$ cat src/rtl/icache_responder_if.sv
// Bus bundle for icache_responder: the datapath fetch port (imemREN/imemaddr -> ihit/imemload, inval)
// and the memory-control fill port (iREN/iaddr <- iwait/iload).
interface icache_responder_if #(
  parameter int WORD_W = 32
) ();
  logic              imemREN;
  logic [WORD_W-1:0] imemaddr;
  logic              ihit;
  logic [WORD_W-1:0] imemload;
  logic              inval;
  logic              iREN;
  logic [WORD_W-1:0] iaddr;
  logic              iwait;
  logic [WORD_W-1:0] iload;

  modport slave (
    input  imemREN, imemaddr, inval, iwait, iload,
    output ihit, imemload, iREN, iaddr
  );

  modport master (
    output imemREN, imemaddr, inval, iwait, iload,
    input  ihit, imemload, iREN, iaddr
  );
endinterface

$ cat src/rtl/icache_responder.sv
// Direct-mapped, one-word-per-line instruction cache with a 0-cycle combinational hit path.
// Optional hit/miss counters are enabled by defining ICACHE_STATS_EN.
module icache_responder #(
  parameter int NSETS  = 16,
  parameter int WORD_W = 32
) (
  input  logic                CLK,
  input  logic                RST,
  icache_responder_if.slave   bus,
  output logic [31:0]         hit_count,
  output logic [31:0]         miss_count
);
  localparam int IDX   = $clog2(NSETS);
  localparam int TAG_W = WORD_W - 2 - IDX;

  typedef enum logic [0:0] {IDLE = 1'b0, FETCH = 1'b1} state_e;

  state_e            state_q, state_d;
  logic [NSETS-1:0]  valid_q, valid_d;
  logic [TAG_W-1:0]  tag_q  [NSETS];
  logic [WORD_W-1:0] data_q [NSETS];
  logic [WORD_W-1:0] fetch_addr_q, fetch_addr_d;

  logic [IDX-1:0]    req_idx_s, fill_idx_s;
  logic [TAG_W-1:0]  req_tag_s, fill_tag_s;
  logic              idle_hit_s, miss_s, fill_s, fill_match_s;

  assign req_idx_s    = bus.imemaddr[IDX+1:2];
  assign req_tag_s    = bus.imemaddr[WORD_W-1:IDX+2];
  assign fill_idx_s   = fetch_addr_q[IDX+1:2];
  assign fill_tag_s   = fetch_addr_q[WORD_W-1:IDX+2];
  // inval masks the lookup in the same cycle it clears the valid bits
  assign idle_hit_s   = (state_q == IDLE) && bus.imemREN && !bus.inval &&
                        valid_q[req_idx_s] && (tag_q[req_idx_s] == req_tag_s);
  assign miss_s       = (state_q == IDLE) && bus.imemREN && !idle_hit_s;
  assign fill_s       = (state_q == FETCH) && !bus.iwait;
  assign fill_match_s = bus.imemREN && !bus.inval &&
                        (bus.imemaddr[WORD_W-1:2] == fetch_addr_q[WORD_W-1:2]);

  always_comb begin
    state_d      = state_q;
    fetch_addr_d = fetch_addr_q;
    valid_d      = valid_q;
    bus.ihit     = 1'b0;
    bus.imemload = {WORD_W{1'b0}};
    bus.iREN     = 1'b0;
    bus.iaddr    = {WORD_W{1'b0}};
    case (state_q)
      IDLE: begin
        if (idle_hit_s) begin
          bus.ihit     = 1'b1;
          bus.imemload = data_q[req_idx_s];
        end else if (miss_s) begin
          fetch_addr_d = {bus.imemaddr[WORD_W-1:2], 2'b00};
          state_d      = FETCH;
        end else begin
          state_d = IDLE;
        end
      end
      FETCH: begin
        bus.iREN  = 1'b1;
        bus.iaddr = fetch_addr_q;
        if (fill_s) begin
          valid_d[fill_idx_s] = 1'b1;
          state_d             = IDLE;
          if (fill_match_s) begin
            bus.ihit     = 1'b1;
            bus.imemload = bus.iload;
          end else begin
            bus.ihit = 1'b0;
          end
        end else begin
          state_d = FETCH;
        end
      end
      default: state_d = IDLE;
    endcase
    // invalidate wins over a coincident fill
    if (bus.inval) begin
      valid_d = {NSETS{1'b0}};
    end else begin
      valid_d = valid_d;
    end
  end

  always_ff @(posedge CLK or posedge RST) begin
    if (RST) begin
      state_q      <= IDLE;
      valid_q      <= {NSETS{1'b0}};
      fetch_addr_q <= {WORD_W{1'b0}};
    end else begin
      state_q      <= state_d;
      valid_q      <= valid_d;
      fetch_addr_q <= fetch_addr_d;
    end
  end

  // Tag/data storage is left unreset; valid_q alone qualifies it
  always_ff @(posedge CLK) begin
    if (fill_s) begin
      data_q[fill_idx_s] <= bus.iload;
      tag_q[fill_idx_s]  <= fill_tag_s;
    end
  end

`ifdef ICACHE_STATS_EN
  logic [31:0] hit_count_q, miss_count_q;

  always_ff @(posedge CLK or posedge RST) begin
    if (RST) begin
      hit_count_q  <= 32'd0;
      miss_count_q <= 32'd0;
    end else begin
      if (idle_hit_s) begin
        hit_count_q <= hit_count_q + 32'd1;
      end
      if (miss_s) begin
        miss_count_q <= miss_count_q + 32'd1;
      end
    end
  end

  assign hit_count  = hit_count_q;
  assign miss_count = miss_count_q;
`else
  assign hit_count  = 32'd0;
  assign miss_count = 32'd0;
`endif
endmodule

$ cat src/flat_wrapper.sv
// flat-port wrapper written by rule: the top's interface ports become plain ports
module icache_responder_flat 
#(
  parameter int NSETS  = 16,
  parameter int WORD_W = 32
)
  (CLK, RST, hit_count, miss_count, bus_imemREN, bus_imemaddr, bus_inval, bus_iwait, bus_iload, bus_ihit, bus_imemload, bus_iREN, bus_iaddr);
  icache_responder_if #(.WORD_W(WORD_W)) bus_i ();
  input  logic CLK;
  input  logic RST;
  output logic [31:0] hit_count;
  output logic [31:0] miss_count;
  input wire logic [$bits(bus_i.imemREN)-1:0] bus_imemREN;
  input wire logic [$bits(bus_i.imemaddr)-1:0] bus_imemaddr;
  input wire logic [$bits(bus_i.inval)-1:0] bus_inval;
  input wire logic [$bits(bus_i.iwait)-1:0] bus_iwait;
  input wire logic [$bits(bus_i.iload)-1:0] bus_iload;
  output wire logic [$bits(bus_i.ihit)-1:0] bus_ihit;
  output wire logic [$bits(bus_i.imemload)-1:0] bus_imemload;
  output wire logic [$bits(bus_i.iREN)-1:0] bus_iREN;
  output wire logic [$bits(bus_i.iaddr)-1:0] bus_iaddr;
  assign bus_i.imemREN = bus_imemREN;
  assign bus_i.imemaddr = bus_imemaddr;
  assign bus_i.inval = bus_inval;
  assign bus_i.iwait = bus_iwait;
  assign bus_i.iload = bus_iload;
  assign bus_ihit = bus_i.ihit;
  assign bus_imemload = bus_i.imemload;
  assign bus_iREN = bus_i.iREN;
  assign bus_iaddr = bus_i.iaddr;
  icache_responder #(.NSETS(NSETS), .WORD_W(WORD_W)) u_core (.CLK(CLK), .RST(RST), .bus(bus_i), .hit_count(hit_count), .miss_count(miss_count));
endmodule
$ cat config.mk
export PLATFORM = sky130hd
export DESIGN_NAME = icache_responder_flat
export DESIGN_NICKNAME = d
export VERILOG_FILES = /design/src/rtl/icache_responder_if.sv /design/src/rtl/icache_responder.sv /design/src/flat_wrapper.sv
export SDC_FILE = /design/constraint.sdc
export NUM_CORES = 1
export LEC_CHECK = 0
export BUFFER_PORTS_ARGS = -buffer_cell sky130_fd_sc_hd__buf_4
export CAP_MARGIN = 40
export CORE_MARGIN = 3
export CORE_UTILIZATION = 50
export CTS_BUF_LIST = sky130_fd_sc_hd__clkbuf_8 sky130_fd_sc_hd__clkbuf_16
export CTS_CLUSTER_SIZE = 16
export DETAILED_ROUTE_END_ITERATION = 8
export GPL_TIMING_DRIVEN = 0
export PLACE_DENSITY = 0.74
export SYNTH_ARGS = -nofsm -noshare
export SYNTH_HDL_FRONTEND = slang
export SYNTH_SLANG_ARGS = --single-unit
$ cat constraint.sdc
create_clock -name CLK -period 5.2 [get_ports CLK]
set_clock_uncertainty 0.15 [all_clocks]
set_input_delay 1.04 -clock CLK [delete_from_list [all_inputs] [get_ports CLK]]
set_output_delay 1.04 -clock CLK [all_outputs]
set_load 0.05 [all_outputs]
==> results_dict.tcl <==
set metrics [dict create \
    tightestPinTransition_ns 0.9101 \
    drc 0 \
    synthMuxAreaShare 0.1771 \
    drtIter0Drc 2977 \
    core_um2 77980 \
    clockRootBuffer "clkbuf_16" \
    drv_slew 0 \
    layout-drive-gt1-share 0.3658 \
    route.met3.wl_um 11370 \
    period_minus_slack_ns 5.515 \
    grt_first_pass_wirelength_um 152900 \
    cts.path.max_buffers 3 \
    synth_flop_cell "edfxtp_1" \
    synthAdderAreaFrac 0 \
    min_period_over_period 1.061 \
    final_core_util 0.6181 \
    crit_path_start_kind "primary input" \
    grt_pass1_vias 21800 \
    synth_compound_gate_area_share 0.01759 \
    synth_area_um2 39560 \
    leakage_uw 0.01654 \
    violations "setup timing" \
    critical_path_required_ns 4.01 \
    area_delta_synth_final_pct 21.85 \
    synth-edff-count 928 \
    async_flop_share 0.04821 \
    crit_type "in2out" \
    totalPowerFinal_uw 17940 \
    critical_path.max_fanout 8 \
    timing.hold.ws_ns 0.2021 \
    final_nets 2360 \
    cts_tree "yes" \
    netlist_instances 1906 \
    drt-vias-per-instance 6.248 \
    setup_tns_ns -7.279 \
    initial_core_util 0.5073 \
    die_area_um2 82530 \
    cts_max_level 3 \
    dr_wl_met2_um 51770 \
    routabilityCongestion 0.9582 \
    status "finished, violations left" \
    grt_max_degree 39 \
    portBuffers 118 \
    dr.max_layer_used "met5" \
    track_usage 0.2606 \
    synth_top_family_by_area "multiplexers" \
    synth-seq-area-share 0.7342 \
    wirelength_um 107700 \
    yosysTopAreaCellShare 0.7044 \
    setup.worst_path.end_class "output port" \
    routedWlPerCell_um 31.53 \
    finalHoldViolations 0 \
    numClockSinks 975 \
    synthSimpleGateAreaFrac 0.02749 \
    die_y_um 287.3 \
    ys.warnings.count 0 \
    synth.largest_area_cell "edfxtp_1" \
    hold_class "in2async" \
    numCtsBuffers 93 \
    postSynthAreaPerCell_um2 20.76 \
    postRouteAntennaNets 0 \
    synth.distinct_cells 67 \
    rsz0062_at_grt "true" \
    drtPass1Iterations 6 \
    synth-xor-area-share 0.01218 \
    drv_cap 0 \
    ys_ff_latch 975 \
    die_w_um 287.3 \
    antenna_found_initial 6 \
    arrival_ns 4.33 \
    io_pins 199 \
    synthTopCellsByArea "edfxtp_1 (70%), mux4_2 (14%), dfrtp_1 (3.0%)" \
    hold_buffers 0 \
    dp_hpwl_um 68230 \
    layout_setup_ws_ns -0.3154 \
    slew_headroom 0.3932 \
    met1_length_um 39590 \
    fill_cells 5132 \
    powerDensity_nw_per_um2 372.3 \
    reg2reg_slack_ns 1.61 \
    gr-total-overflow 0 \
    setup_viol 33 \
    peakVddDrop_mv 0.3036 \
    path_clk_slew_ns 0.06 \
    timing.fmax_mhz 181.3 \
    rows 102 \
    num_vias 21340 \
    clock_latency_ns 0.66 \
]
[flip-flops by register name, indices dropped and copies added (netlist names)]
name / cells
u_core.tag_q: 416
u_core.valid_q: 16
u_core.data_q: 512
u_core.fetch_addr_q: 30
u_core.state_q: 1
[per-layer routing]
metal  vias to the layer above  track usage
met5                         -            0
met4                         2       0.1161
met3                       317      0.06090
met2                      1514       0.4105
met1                     11050       0.3507
li1                       8453            -
[power by group]
part           leakage [µW]  switching [µW]  total (µW)  internal, µW
sequential          0.00894             333        9350          9020
combinational       0.00602            1110        1850           736
clock               0.00157            2940        6740          3800
total                0.0165            4380       17900         13600
[final timing paths]
check	start	endpoint	depth (start not counted)
worst max-delay path	bus_imemaddr[2]	bus_imemload[2]	13
worst min-delay path	RST	u_core.fetch_addr_q[30]$_DFFE_PP0P_	2
worst max register to register	u_core.tag_q[15][6]$_DFFE_PP_	u_core.fetch_addr_q[27]$_DFFE_PP0P_	9
worst min register to register	u_core.valid_q[3]$_DFFE_PP0P_	u_core.valid_q[3]$_DFFE_PP0P_	2
max in group asynchronous	RST	u_core.fetch_addr_q[20]$_DFFE_PP0P_	3
min in group CLK	u_core.valid_q[3]$_DFFE_PP0P_	u_core.valid_q[3]$_DFFE_PP0P_	2
[cell families after synthesis]
family | Yosys count
mux | 351
buf+inv | 209
simple gates | 215
other cells | 1
flops | 975
compound gates | 100
xor+xnor | 55
[through the flow]
step	instances	worst slack (ns)	instance area, µm²
2_1_floorplan	1971	-0.6765	39930
3_3_place_gp	3129	-3.168	42120
3_5_place_dp	3205	-2.197	43760
4_1_cts	3398	-0.2381	47890
5_1_grt	3411	-0.3113	48190
6_report	3415	-0.3154	48200
[what timing repair did]
| action | CTS | global route |
|---|---|---|
| gates cloned | 2 | 0 |
| setup endpoints to repair | 33 | 33 |
| pin swaps | 33 | 11 |
| setup buffers | 17 | 10 |
| gates resized for setup | 251 | 38 |
| endpoints found under the hold margin | 0 | 0 |
[final cells by class]
class | count | area, µm² | area share
Inverter | 42 | 161.4 | 0.003349
Clock inverter | 71 | 560.5 | 0.01163
Sequential cell | 975 | 29040 | 0.6025
Multi-Input combinational cell | 787 | 10170 | 0.2110
Tap cell | 1040 | 1301 | 0.02700
Buffer | 167 | 1541 | 0.03198
Antenna cell | 5 | 12.51 | 0.0002596
Clock buffer | 103 | 2487 | 0.05160
Timing Repair Buffer | 225 | 2925 | 0.06069
[cell usage after synthesis, types with 3 or more instances]
cell type	n
xnor2_1	23
a21oi_1	7
nand4_1	13
mux2i_1	51
mux4_1	18
nand3_1	5
nand2b_1	11
buf_2	34
nor2_1	61
and2_1	31
mux4_2	243
buf_1	7
a22o_1	3
xor2_1	32
a22oi_1	9
o221ai_1	5
nand2_1	48
o21ai_0	28
buf_6	6
edfxtp_1	928
a32oi_1	5
and4_1	4
o211ai_1	3
o22ai_1	4
mux2_4	29
clkbuf_1	41
buf_4	73
nor3_1	11
buf_12	6
dfrtp_1	47
a221oi_1	3
mux2_2	10
nor4_1	9
a31oi_1	4
nor2b_1	7
inv_1	41
o21ai_1	9
[placed cells by master, fill, tap and decap left out, drive strengths merged, types with 13 or more instances in the layout]
cell type / n
edfxtp: 928
buf: 352
mux4: 261
clkbuf: 143
inv: 67
conb: 66
nor2: 61
mux2i: 51
nand2: 48
dfrtp: 47
mux2: 39
o21ai: 37
clkinv: 35
xor2: 32
and2: 31
xnor2: 23
nand4: 13
[critical path, cell delays in order]
cell	delay (ns)
buf_12	0.11
buf_12	0.15
mux4_2	0.52
a22o_1	0.25
a221oi_2	0.24
xor2_1	0.30
and4_1	0.28
nand4b_1	0.11
or4_4	0.51
buf_12	0.18
clkbuf_16	0.18
o21ai_4	0.24
buf_6	0.20
Note: power is estimated with default switching activity, not from simulation.
